==> src/rtl/cnn_layer_sequencer_if.sv <==
// rtl/cnn_layer_sequencer_if.sv - control, pixel-load, engine handshake and FC score signals of the layer sequencer
interface cnn_layer_sequencer_if #(
    parameter int DATA_WIDTH  = 32,
    parameter int ADDR_WIDTH  = 10,
    parameter int CLASS_WIDTH = 4
);
    logic                   start;
    logic                   abort;
    logic                   busy;
    logic                   done;
    logic                   error;
    logic [CLASS_WIDTH-1:0] class_out;
    logic                   pix_valid;
    logic                   pix_ready;
    logic                   pix_we;
    logic [ADDR_WIDTH-1:0]  pix_addr;
    logic                   conv_start;
    logic                   conv_done;
    logic                   pool_start;
    logic                   pool_done;
    logic                   fc_start;
    logic                   fc_done;
    logic                   fc_out_valid;
    logic [DATA_WIDTH-1:0]  fc_out_data;

    // master is the sequencer; slave is the host / engine side
    modport master (
        input  start, abort, pix_valid, conv_done, pool_done, fc_done, fc_out_valid, fc_out_data,
        output busy, done, error, class_out, pix_ready, pix_we, pix_addr, conv_start, pool_start, fc_start
    );
    modport slave (
        output start, abort, pix_valid, conv_done, pool_done, fc_done, fc_out_valid, fc_out_data,
        input  busy, done, error, class_out, pix_ready, pix_we, pix_addr, conv_start, pool_start, fc_start
    );
endinterface

==> src/rtl/cnn_layer_sequencer.sv <==
// rtl/cnn_layer_sequencer.sv - CNN inference sequencer: image load, conv/pool/fc start-done handshakes, argmax, watchdog
module cnn_layer_sequencer #(
    parameter int INPUT_SIZE     = 28,
    parameter int FC_NUM_OUTPUTS = 10,
    parameter int DATA_WIDTH     = 32,
    parameter int TIMEOUT_CYCLES = 4096
) (
    input  logic                 clk,
    input  logic                 rstb,
    cnn_layer_sequencer_if.master bus
);
    localparam int NUM_PIX = INPUT_SIZE * INPUT_SIZE;
    localparam int ADDR_W  = $clog2(NUM_PIX);
    localparam int WD_W    = $clog2(TIMEOUT_CYCLES);
    localparam int CNT_W   = $clog2(FC_NUM_OUTPUTS + 2);
    localparam int CLS_W   = $clog2(FC_NUM_OUTPUTS);

    typedef enum logic [2:0] {
        S_IDLE, S_LOAD, S_CONV, S_POOL, S_FC, S_FIN, S_ERR
    } state_t;

    state_t                        state;
    logic                          busy_q, done_q, error_q, pix_ready_q;
    logic                          conv_start_q, pool_start_q, fc_start_q;
    logic [CLS_W-1:0]              class_q, best_idx, best_idx_next;
    logic [ADDR_W-1:0]             pix_cnt;
    logic [CNT_W-1:0]              score_cnt, score_cnt_next;
    logic [WD_W-1:0]               wd;
    logic signed [DATA_WIDTH-1:0]  best_score;
    logic                          pix_we, wd_expired, take;

    assign pix_we         = bus.pix_valid & pix_ready_q;
    assign wd_expired     = (wd == WD_W'(TIMEOUT_CYCLES - 1));
    // strict greater-than keeps the lower index on ties
    assign take           = bus.fc_out_valid &&
                            ((score_cnt == '0) || ($signed(bus.fc_out_data) > best_score));
    assign score_cnt_next = score_cnt + CNT_W'(bus.fc_out_valid);
    assign best_idx_next  = take ? CLS_W'(score_cnt) : best_idx;

    always_ff @(posedge clk or posedge rstb) begin
        if (rstb) begin
            state        <= S_IDLE;
            busy_q       <= 1'b0;
            done_q       <= 1'b0;
            error_q      <= 1'b0;
            pix_ready_q  <= 1'b0;
            conv_start_q <= 1'b0;
            pool_start_q <= 1'b0;
            fc_start_q   <= 1'b0;
            class_q      <= '0;
            best_idx     <= '0;
            best_score   <= '0;
            pix_cnt      <= '0;
            score_cnt    <= '0;
            wd           <= '0;
        end else begin
            done_q       <= 1'b0;
            conv_start_q <= 1'b0;
            pool_start_q <= 1'b0;
            fc_start_q   <= 1'b0;
            if (state != S_IDLE && bus.abort) begin
                state       <= S_IDLE;
                busy_q      <= 1'b0;
                pix_ready_q <= 1'b0;
            end else begin
                case (state)
                    S_IDLE: begin
                        if (bus.start) begin
                            state       <= S_LOAD;
                            busy_q      <= 1'b1;
                            pix_ready_q <= 1'b1;
                            error_q     <= 1'b0;
                            pix_cnt     <= '0;
                            score_cnt   <= '0;
                            best_idx    <= '0;
                            best_score  <= '0;
                        end
                    end
                    S_LOAD: begin
                        if (pix_we) begin
                            if (pix_cnt == ADDR_W'(NUM_PIX - 1)) begin
                                state        <= S_CONV;
                                pix_ready_q  <= 1'b0;
                                conv_start_q <= 1'b1;
                                wd           <= '0;
                            end else begin
                                pix_cnt <= pix_cnt + 1'b1;
                            end
                        end
                    end
                    // the start register doubles as the first-cycle marker that masks an early done
                    S_CONV: begin
                        if (bus.conv_done && !conv_start_q) begin
                            state        <= S_POOL;
                            pool_start_q <= 1'b1;
                            wd           <= '0;
                        end else if (wd_expired) begin
                            state   <= S_ERR;
                            error_q <= 1'b1;
                            done_q  <= 1'b1;
                        end else begin
                            wd <= wd + 1'b1;
                        end
                    end
                    S_POOL: begin
                        if (bus.pool_done && !pool_start_q) begin
                            state      <= S_FC;
                            fc_start_q <= 1'b1;
                            wd         <= '0;
                        end else if (wd_expired) begin
                            state   <= S_ERR;
                            error_q <= 1'b1;
                            done_q  <= 1'b1;
                        end else begin
                            wd <= wd + 1'b1;
                        end
                    end
                    S_FC: begin
                        if (bus.fc_out_valid) begin
                            score_cnt <= score_cnt_next;
                            best_idx  <= best_idx_next;
                            if (take) begin
                                best_score <= $signed(bus.fc_out_data);
                            end
                        end
                        if (score_cnt_next > CNT_W'(FC_NUM_OUTPUTS)) begin
                            state   <= S_ERR;
                            error_q <= 1'b1;
                            done_q  <= 1'b1;
                        end else if (bus.fc_done && !fc_start_q) begin
                            done_q <= 1'b1;
                            if (score_cnt_next == CNT_W'(FC_NUM_OUTPUTS)) begin
                                state   <= S_FIN;
                                class_q <= best_idx_next;
                            end else begin
                                state   <= S_ERR;
                                error_q <= 1'b1;
                            end
                        end else if (wd_expired) begin
                            state   <= S_ERR;
                            error_q <= 1'b1;
                            done_q  <= 1'b1;
                        end else begin
                            wd <= wd + 1'b1;
                        end
                    end
                    S_FIN, S_ERR: begin
                        state  <= S_IDLE;
                        busy_q <= 1'b0;
                    end
                    default: begin
                        state  <= S_IDLE;
                        busy_q <= 1'b0;
                    end
                endcase
            end
        end
    end

    assign bus.busy       = busy_q;
    assign bus.done       = done_q;
    assign bus.error      = error_q;
    assign bus.class_out  = class_q;
    assign bus.pix_ready  = pix_ready_q;
    assign bus.pix_we     = pix_we;
    assign bus.pix_addr   = pix_cnt;
    assign bus.conv_start = conv_start_q;
    assign bus.pool_start = pool_start_q;
    assign bus.fc_start   = fc_start_q;
endmodule

==> src/flat_wrapper.sv <==
// flat-port wrapper written by rule: the top's interface ports become plain ports
module cnn_layer_sequencer_flat 
#(
    parameter int INPUT_SIZE     = 28,
    parameter int FC_NUM_OUTPUTS = 10,
    parameter int DATA_WIDTH     = 32,
    parameter int TIMEOUT_CYCLES = 4096
)
  (clk, rstb, bus_start, bus_abort, bus_pix_valid, bus_conv_done, bus_pool_done, bus_fc_done, bus_fc_out_valid, bus_fc_out_data, bus_busy, bus_done, bus_error, bus_class_out, bus_pix_ready, bus_pix_we, bus_pix_addr, bus_conv_start, bus_pool_start, bus_fc_start);
  cnn_layer_sequencer_if #(.DATA_WIDTH(DATA_WIDTH)) bus_i ();
  input  logic clk;
  input  logic rstb;
  input wire logic [$bits(bus_i.start)-1:0] bus_start;
  input wire logic [$bits(bus_i.abort)-1:0] bus_abort;
  input wire logic [$bits(bus_i.pix_valid)-1:0] bus_pix_valid;
  input wire logic [$bits(bus_i.conv_done)-1:0] bus_conv_done;
  input wire logic [$bits(bus_i.pool_done)-1:0] bus_pool_done;
  input wire logic [$bits(bus_i.fc_done)-1:0] bus_fc_done;
  input wire logic [$bits(bus_i.fc_out_valid)-1:0] bus_fc_out_valid;
  input wire logic [$bits(bus_i.fc_out_data)-1:0] bus_fc_out_data;
  output wire logic [$bits(bus_i.busy)-1:0] bus_busy;
  output wire logic [$bits(bus_i.done)-1:0] bus_done;
  output wire logic [$bits(bus_i.error)-1:0] bus_error;
  output wire logic [$bits(bus_i.class_out)-1:0] bus_class_out;
  output wire logic [$bits(bus_i.pix_ready)-1:0] bus_pix_ready;
  output wire logic [$bits(bus_i.pix_we)-1:0] bus_pix_we;
  output wire logic [$bits(bus_i.pix_addr)-1:0] bus_pix_addr;
  output wire logic [$bits(bus_i.conv_start)-1:0] bus_conv_start;
  output wire logic [$bits(bus_i.pool_start)-1:0] bus_pool_start;
  output wire logic [$bits(bus_i.fc_start)-1:0] bus_fc_start;
  assign bus_i.start = bus_start;
  assign bus_i.abort = bus_abort;
  assign bus_i.pix_valid = bus_pix_valid;
  assign bus_i.conv_done = bus_conv_done;
  assign bus_i.pool_done = bus_pool_done;
  assign bus_i.fc_done = bus_fc_done;
  assign bus_i.fc_out_valid = bus_fc_out_valid;
  assign bus_i.fc_out_data = bus_fc_out_data;
  assign bus_busy = bus_i.busy;
  assign bus_done = bus_i.done;
  assign bus_error = bus_i.error;
  assign bus_class_out = bus_i.class_out;
  assign bus_pix_ready = bus_i.pix_ready;
  assign bus_pix_we = bus_i.pix_we;
  assign bus_pix_addr = bus_i.pix_addr;
  assign bus_conv_start = bus_i.conv_start;
  assign bus_pool_start = bus_i.pool_start;
  assign bus_fc_start = bus_i.fc_start;
  cnn_layer_sequencer #(.INPUT_SIZE(INPUT_SIZE), .FC_NUM_OUTPUTS(FC_NUM_OUTPUTS), .DATA_WIDTH(DATA_WIDTH), .TIMEOUT_CYCLES(TIMEOUT_CYCLES)) u_core (.clk(clk), .rstb(rstb), .bus(bus_i));
endmodule
==> config.mk <==
export PLATFORM = sky130hd
export DESIGN_NAME = cnn_layer_sequencer_flat
export DESIGN_NICKNAME = d
export VERILOG_FILES = /design/src/rtl/cnn_layer_sequencer_if.sv /design/src/rtl/cnn_layer_sequencer.sv /design/src/flat_wrapper.sv
export SDC_FILE = /design/constraint.sdc
export NUM_CORES = 1
export LEC_CHECK = 0
export BUFFER_PORTS_ARGS = -buffer_cell sky130_fd_sc_hd__buf_2
export CAP_MARGIN = 20
export CORE_MARGIN = 3
export CORE_UTILIZATION = 58
export DETAILED_ROUTE_END_ITERATION = 8
export PLACE_DENSITY = 0.79
export SETUP_SLACK_MARGIN = 0.3
export SLEW_MARGIN = 20
export SYNTH_ARGS = -nofsm -noshare
export SYNTH_HDL_FRONTEND = slang
export SYNTH_SLANG_ARGS = --single-unit
==> constraint.sdc <==
create_clock -name clk -period 3.4 [get_ports clk]
set_input_delay 0.34 -clock clk [delete_from_list [all_inputs] [get_ports clk]]
set_output_delay 0.34 -clock clk [all_outputs]
set_load 0.05 [all_outputs]
==> run_results.csv, run 1 <==
group,metric,value,unit
run_status,status,"finished clean",
logic_synthesis,synth_top_area_share,39.8,%
logic_synthesis,synth_cells,528,
routing,vias,3970,
setup_path,r2r_slack,0.63,ns
clock_network,clk_latency,0.36,ns
finish,diodes,0,
clock_network,cts-resized-gates,0,
clock_network,htree_num_levels,3,
pwr,power_density,489,mW/mm^2
finish,layout_common_cells,"nand2_1, dfrtp_1, buf_2",
grt,grt_pass1_wl,17900,microns
logic_synthesis,ys.flop_type,"dfrtp_1",
setup_path,worstSetupStartpointType,"flip-flop",
logic_synthesis,async_flop_share,100,%
die,num_rows,32,
clock_network,tritoncts,"done",
logic_synthesis,yosysSeqAreaShare,39.8,%
logic_synthesis,synth_area,0.00478,sq mm
setup_path,rr_worst_depth,10,
setup_path,slowest_stage,"ha_1",
routing,topRoutingLayerUsed,"met4",
routing,wl_met2,5150,microns
routing,dr.pass1.iters,5,
finish,syn2layout_area_growth,12.1,%
sta,finClkSkew,0.0155,ns
grt,track_usage,22.9,%
finish,multiInputGateArea,0.00258,sq mm
sta,setup_tns,0,ns
placed_design,hpwl,7500,microns
worst_hold_path,hp-class,"in -> async",
clock_network,cts_made_buffers,9,
pwr,power_leakage,2.43,nW
routing,wl_met1,4610,microns
setup_path,path_delay_family,"simple AND/OR/NAND/NOR gates",
routing,routed_wl,10300,microns
die,die_width,96.8,microns
routing,wl_per_cell,14.9,microns
finish,final-seq-area,0.00190,sq mm
clock_network,clk_pin_slew,0.09,ns
run,drv_cap,0,
sta,max_freq,0.361,GHz
setup_path,critPathKind,"reg -> reg",
finish,fin_cells,693,
routing,dr.first_iter.drc_count,274,
die,fp.dieArea,0.00937,sq mm
setup_path,reg2reg_to,"u_core.best_score[25]$_DFFE_PP0P_",
logic_synthesis,ys_seq_elements,76,
sta,drv_slew,0,
grt,antenna_found_initial,0,
setup_path,crit_buf_inv,2,
sta,rsz0062_at_grt,"false",
finish,fillerInstances,641,
setup_path,endpoint_kind,"flip-flop",
clock_network,cts_root_buf,"clkbuf_8",
setup_path,startpoint,"u_core.best_score[31]$_DFFE_PP0P_",
logic_synthesis,synth_area_leader_cell,"dfrtp_1",
setup_path,r2r-start,"u_core.best_score[31]$_DFFE_PP0P_",
setup_path,worst_path_largest_cell_delay,0.41,ns
clock_network,cts.sink_count,76,
routing,ant_nets,0,
sta,setup_viol,0,
logic_synthesis,synthTopCellsByArea,"dfrtp_1, ha_1, mux2i_1",
die,die_h,96.8,microns
clock_network,clockBufferDepth,2,
sta,period_share,81.4,%
clock_network,hold_buffers,0,
setup_path,crit_fanout,21,
logic_synthesis,yosysWarnings,0,
pwr,max-vdd-ir-drop,0.415,mV
clock_network,post-cts-setup-buffers,0,
die,core,0.00785,sq mm
logic_synthesis,ys_types,56,
finish,final_common_cell,"nand2_1",
finish,nNetsFinal,664,
setup_path,arrival,3.05,ns
setup_path,cp.required,3.68,ns
placed_design,io_buffer_count,62,
finish,drive_above_1_share,16.9,%
grt,grt.overflow.total,0,
sta,finalHoldViolCount,0,
routing,drc,0,
grt,grt_pass1_vias,3907,
placed_design,place_congestion,0.815,
sta,worstMarginPinSlew,0.643,ns
die,io_pins,63,
die,initial_utilization,61.0,%
logic_synthesis,synthesis.nets,605,
grt,grt_max_degree,34,
logic_synthesis,avgSynthCellArea,9.06,sq um
placed_design,placed_cells,678,
routing,route.met3.wl,418,microns
sta,fin_hold_ws,0.0514,ns
setup_path,worstPathCellList,"inv_1, ha_1, nand4_4, nor4_4, nor4b_4, o31a_2, nor4_1, nor3_4, buf_4, mux2i_1",
sta,post-route-min-period,2.77,ns
routing,viasPerCell,5.73,
sta,relSlewSlack,57.1,%
logic_synthesis,synth-edff-count,0,
kinds of logic (layout without fill, tap and decap cells):
kind of cell    count (synthesis)  count (layout)  synth area share, %
xor+xnor                       11              11                 2.01
buf+inv                        64             127                 6.36
mux                            35              35                 7.32
fa+ha+maj                      36              36                 9.42
compound gates                 96              96                 12.5
flops                          76              76                 39.8
simple gates                  210             210                 22.7
metal layers:
metal / vias up / track usage, %
met5: - / 0
li1: 1957 / -
met3: 15 / 3.75
met2: 102 / 38.3
met4: 0 / 8.86
met1: 1896 / 29.9
per-stage QoR:
stage                     setup slack (ns)  total power, mW  instance area, sq um  util [%]
after detailed placement             0.554             1.85                  5140      65.5
after floorplan                       1.01             1.71                  4780         -
final                                0.632             2.62                  5360      68.3
after global placement               0.722             1.82                  5140      65.5
after global routing                 0.408             2.76                  5360      68.3
after CTS                            0.599             2.63                  5360      68.3
sequential cells by signal, summed over array words and instances, names as in the netlist, 3 cells and up:
| name | cells |
|---|---|
| u_core.wd | 12 |
| u_core.bus.class_out | 4 |
| u_core.state | 3 |
| u_core.best_idx | 4 |
| u_core.score_cnt | 4 |
| u_core.best_score | 32 |
| u_core.bus.pix_addr | 10 |
area by class of cell:
class,count,share of cell area [%]
timing repair buffer,69,6.77
clock buffer,10,2.57
sequential,76,35.5
inverter,43,3.01
tap,102,2.38
multi-input combinational,388,48.2
clock inverter,5,1.59
worst reg2reg max path, cell delays in order (launching register included):
cell and delay (ns):
dfrtp_1 0.33, inv_1 0.05, ha_1 0.41, nand4_4 0.16
nor4_4 0.35, nor4b_4 0.29, o31a_2 0.22, nor4_1 0.07
nor3_4 0.18, buf_4 0.35, mux2i_1 0.28
worst max path at each step:
stage	slack [ns]	cells after the start	end
2_1_floorplan	1.01	11	u_core.best_score[0]$_DFFE_PP0P_
3_3_place_gp	0.72	10	u_core.best_score[22]$_DFFE_PP0P_
3_5_place_dp	0.55	10	u_core.best_score[25]$_DFFE_PP0P_
4_1_cts	0.60	10	u_core.best_score[25]$_DFFE_PP0P_
5_1_grt	0.41	10	u_core.best_score[25]$_DFFE_PP0P_
6_report	0.63	10	u_core.best_score[25]$_DFFE_PP0P_
synth_stat cells (all sizes together), types with 6 or more instances:
library cell,n
clkbuf,11
nor3,6
mux2i,35
nand2b,8
o31ai,6
nand4,12
nand2,84
inv,43
ha,36
xnor2,6
nand3,20
buf,10
o21ai,26
dfrtp,76
and3,8
a21oi,35
nor2,36
power breakdown:
part	switching [mW]	internal (mW)	total, mW
clock network	0.352	0.433	0.785
logic	0.486	0.294	0.780
registers	0.0977	0.958	1.06
Power figures use the tool's default switching activity.
==> run 2: changes to the inputs <==
--- a/config.mk
+++ b/config.mk
@@ -5,6 +5,7 @@
 export SDC_FILE = /design/constraint.sdc
 export NUM_CORES = 1
 export LEC_CHECK = 0
+export ABC_AREA = 1
 export BUFFER_PORTS_ARGS = -buffer_cell sky130_fd_sc_hd__buf_2
 export CAP_MARGIN = 20
 export CORE_MARGIN = 3
==> constraint.sdc (replaced) <==
create_clock -name clk -period 2.7 [get_ports clk]
set_input_delay 0.27 -clock clk [delete_from_list [all_inputs] [get_ports clk]]
set_output_delay 0.27 -clock clk [all_outputs]
set_load 0.05 [all_outputs]
==> run 2 against run 1 <==
Net effect: via count is 6.0% higher; hold slack worse by 0.040 ns; power is 47% higher; final cell count is 12% higher; design area is 0.14% lower.
==> run_results.csv, run 2 <==
group,metric,value,unit
setup_path,slowest_stage,"dfrtp_1",
finish,largest_reg_flops,32,
routing,ant_nets,0,
grt,track_usage,23.4,%
routing,dr.pass1.iters,5,
clock_network,htree_num_levels,3,
setup_path,cp.required,2.96,ns
sta,setup_tns,0,ns
placed_design,placed_cell_area,0.00510,sq mm
logic_synthesis,synthTopCellsByCount,"nand2_1, inv_1, dfrtp_1",
setup_path,cp-endpoint,"u_core.wd[3]$_DFFE_PP0P_",
logic_synthesis,ys.flop_type,"dfrtp_1",
die,die_h,95.6,microns
die,io_pins,63,
die,die_width,95.6,microns
die,initial_utilization,59.9,%
finish,drive_above_1_share,18.3,%
finish,diodes,0,
finish,fillerInstances,639,
logic_synthesis,synth-edff-count,0,
finish,syn2layout_area_growth,15.0,%
grt,grt_pass1_wl,17000,microns
clock_network,tritoncts,"done",
setup_path,critPathKind,"reg -> reg",
finish,final_common_cell,"nand2_1",
finish,nNetsFinal,750,
grt,met1_usage,28.4,%
routing,viasPerCell,5.40,
sta,max_freq,0.455,GHz
logic_synthesis,async_flop_share,100,%
routing,drc,0,
setup_path,crit_buf_inv,1,
run_status,status,"finished clean",
setup_path,reg2reg_to,"u_core.wd[3]$_DFFE_PP0P_",
grt,grt_max_degree,77,
run,drv_cap,0,
setup_path,r2r-start,"u_core.score_cnt[0]$_DFFE_PP0P_",
finish,layout_common_cells,"nand2_1, inv_1, dfrtp_1",
grt,antenna_found_initial,0,
placed_design,hpwl,7460,microns
sta,post-route-min-period,2.20,ns
pwr,p_total,3.85,mW
placed_design,place_congestion,0.939,
logic_synthesis,avgSynthCellArea,7.70,sq um
routing,routed_wl,10400,microns
logic_synthesis,synth_area_leader_cell,"dfrtp_1",
grt,use_met3,5.92,%
clock_network,clk_pin_slew,0.08,ns
setup_path,worst_path_largest_cell_delay,0.39,ns
finish,design_area,0.00535,sq mm
logic_synthesis,synth_cells,604,
die,core,0.00777,sq mm
worst_hold_path,hp-class,"in -> async",
sta,setup_viol,0,
routing,wl_per_cell,13.3,microns
logic_synthesis,yosysMostFrequentCell,"nand2_1",
clock_network,clockBufferDepth,2,
logic_synthesis,synthesis.nets,681,
clock_network,cts_root_buf,"clkbuf_8",
sta,rsz0062_at_grt,"false",
sta,finalHoldViolCount,0,
finish,regMostFlops,"u_core.best_score",
logic_synthesis,synth_area,0.00465,sq mm
die,num_rows,32,
logic_synthesis,yosysWarnings,0,
setup_path,startpoint,"u_core.score_cnt[0]$_DFFE_PP0P_",
grt,grt_pass1_vias,4023,
placed_design,io_buffer_count,62,
pwr,max-vdd-ir-drop,0.376,mV
grt,top_usage_layer,"met2",
pwr,power_leakage,2.59,nW
setup_path,endpoint_kind,"flip-flop",
sta,period_share,81.4,%
logic_synthesis,synth_top_area_share,40.9,%
setup_path,crit_fanout,5,
logic_synthesis,ys_types,41,
logic_synthesis,synthTopCellsByArea,"dfrtp_1, nand2_1, ha_1",
grt,grt.overflow.total,0,
clock_network,hold_buffers,0,
sta,worstMarginPinSlew,0.430,ns
setup_path,path_delay_family,"simple AND/OR/NAND/NOR gates",
grt,gr-usage-met2,40.5,%
logic_synthesis,yosysSeqAreaShare,40.9,%
clock_network,clk_latency,0.34,ns
setup_path,rr_worst_depth,12,
sta,drv_slew,0,
finish,final_util,68.9,%
sta,finClkSkew,0.0116,ns
logic_synthesis,ys_seq_elements,76,
setup_path,critical_path_depth,12,
setup_path,worstPathCellList,"ha_1, ha_1, xnor2_1, o21ai_0, nand2_1, a21oi_2, or2_4, nor2_4, inv_2, nor2_1, nor2_1, nor3_1",
clock_network,cts.sink_count,76,
setup_path,r2r_slack,0.50,ns
routing,dr.first_iter.drc_count,208,
routing,vias,4209,
pwr,power_density,719,mW/mm^2
sta,relSlewSlack,70.6,%
setup_path,worstSetupStartpointType,"flip-flop",
die,fp.dieArea,0.00913,sq mm
setup_path,arrival,2.46,ns
clock_network,cts_made_buffers,9,
[run 2: report_power, final]
part,switching (mW),total (mW),internal (mW)
Clock,0.419,0.862,0.443
Combinational,1.10,1.63,0.537
Sequential,0.0912,1.35,1.26
Total,1.61,3.85,2.24
[run 2: cells by family (layout without fill, tap and decap cells)]
family / Yosys count / count (layout) / synth area share [%]
xor gates and xnor gates: 6 / 6 / 1.13
adders and majority gates: 36 / 36 / 9.68
buffers and inverters: 107 / 180 / 8.77
AOI/OAI and AO/OA: 96 / 96 / 11.7
and+or+nand+nor: 283 / 283 / 27.9
DFF: 76 / 76 / 40.9
[run 2: final cells by class]
class | count | area (sq um) | share of cell area, %
flip-flops and latches | 76 | 1900 | 35.5
clock inverters | 5 | 52.6 | 0.982
inverters | 98 | 368 | 6.87
multi-input cells | 421 | 2360 | 44.0
well taps | 102 | 128 | 2.38
clock buffers | 10 | 138 | 2.57
repair buffers | 67 | 408 | 7.62
[run 2: worst min path at each step]
stage                     startpoint                         endpoint  slack [ns]  cells past startpoint
after floorplan            bus_abort  u_core.bus.pool_start$_DFF_PP0_        0.34                      1
after global placement          rstb         u_core.wd[3]$_DFFE_PP0P_        0.39                      3
after detailed placement        rstb         u_core.wd[3]$_DFFE_PP0P_        0.39                      3
after CTS                       rstb         u_core.wd[3]$_DFFE_PP0P_        0.02                      3
after global routing            rstb         u_core.wd[6]$_DFFE_PP0P_        0.03                      3
final                           rstb         u_core.wd[3]$_DFFE_PP0P_        0.01                      3
[run 2: metrics by stage]
step	setup slack (ns)	instances	hold slack (ns)
floorplan	0.492	604	0.336
global placement	0.534	762	0.392
detailed placement	0.443	762	0.394
CTS	0.488	777	0.0191
global route	0.232	779	0.0309
finish	0.501	779	0.0114
[run 2: repair_timing]
item                                    4_1_cts  5_1_grt
gates resized for setup                       0        4
endpoints found under the hold margin         0        0
endpoints found under the setup margin        0       33
setup buffers                                 0        0
[run 2: worst reg2reg max path, delay by kind of cell, from the launching register on]
family | cells | cell delay, ns
AND/OR/NAND/NOR | 6 | 0.81
adder cells (fa/ha/maj) | 2 | 0.41
flip-flops | 1 | 0.39
AO/OA/AOI/OAI | 2 | 0.24
XOR/XNOR | 1 | 0.22
buffers and inverters | 1 | 0.07
[run 2: per-layer routing]
| metal | wire [microns] | share of wire, % |
|---|---|---|
| met1 | 4310 | 42 |
| met2 | 5300 | 51 |
| met3 | 586 | 5.7 |
| met4 | 153 | 1.5 |
| met5 | 0 | 0 |
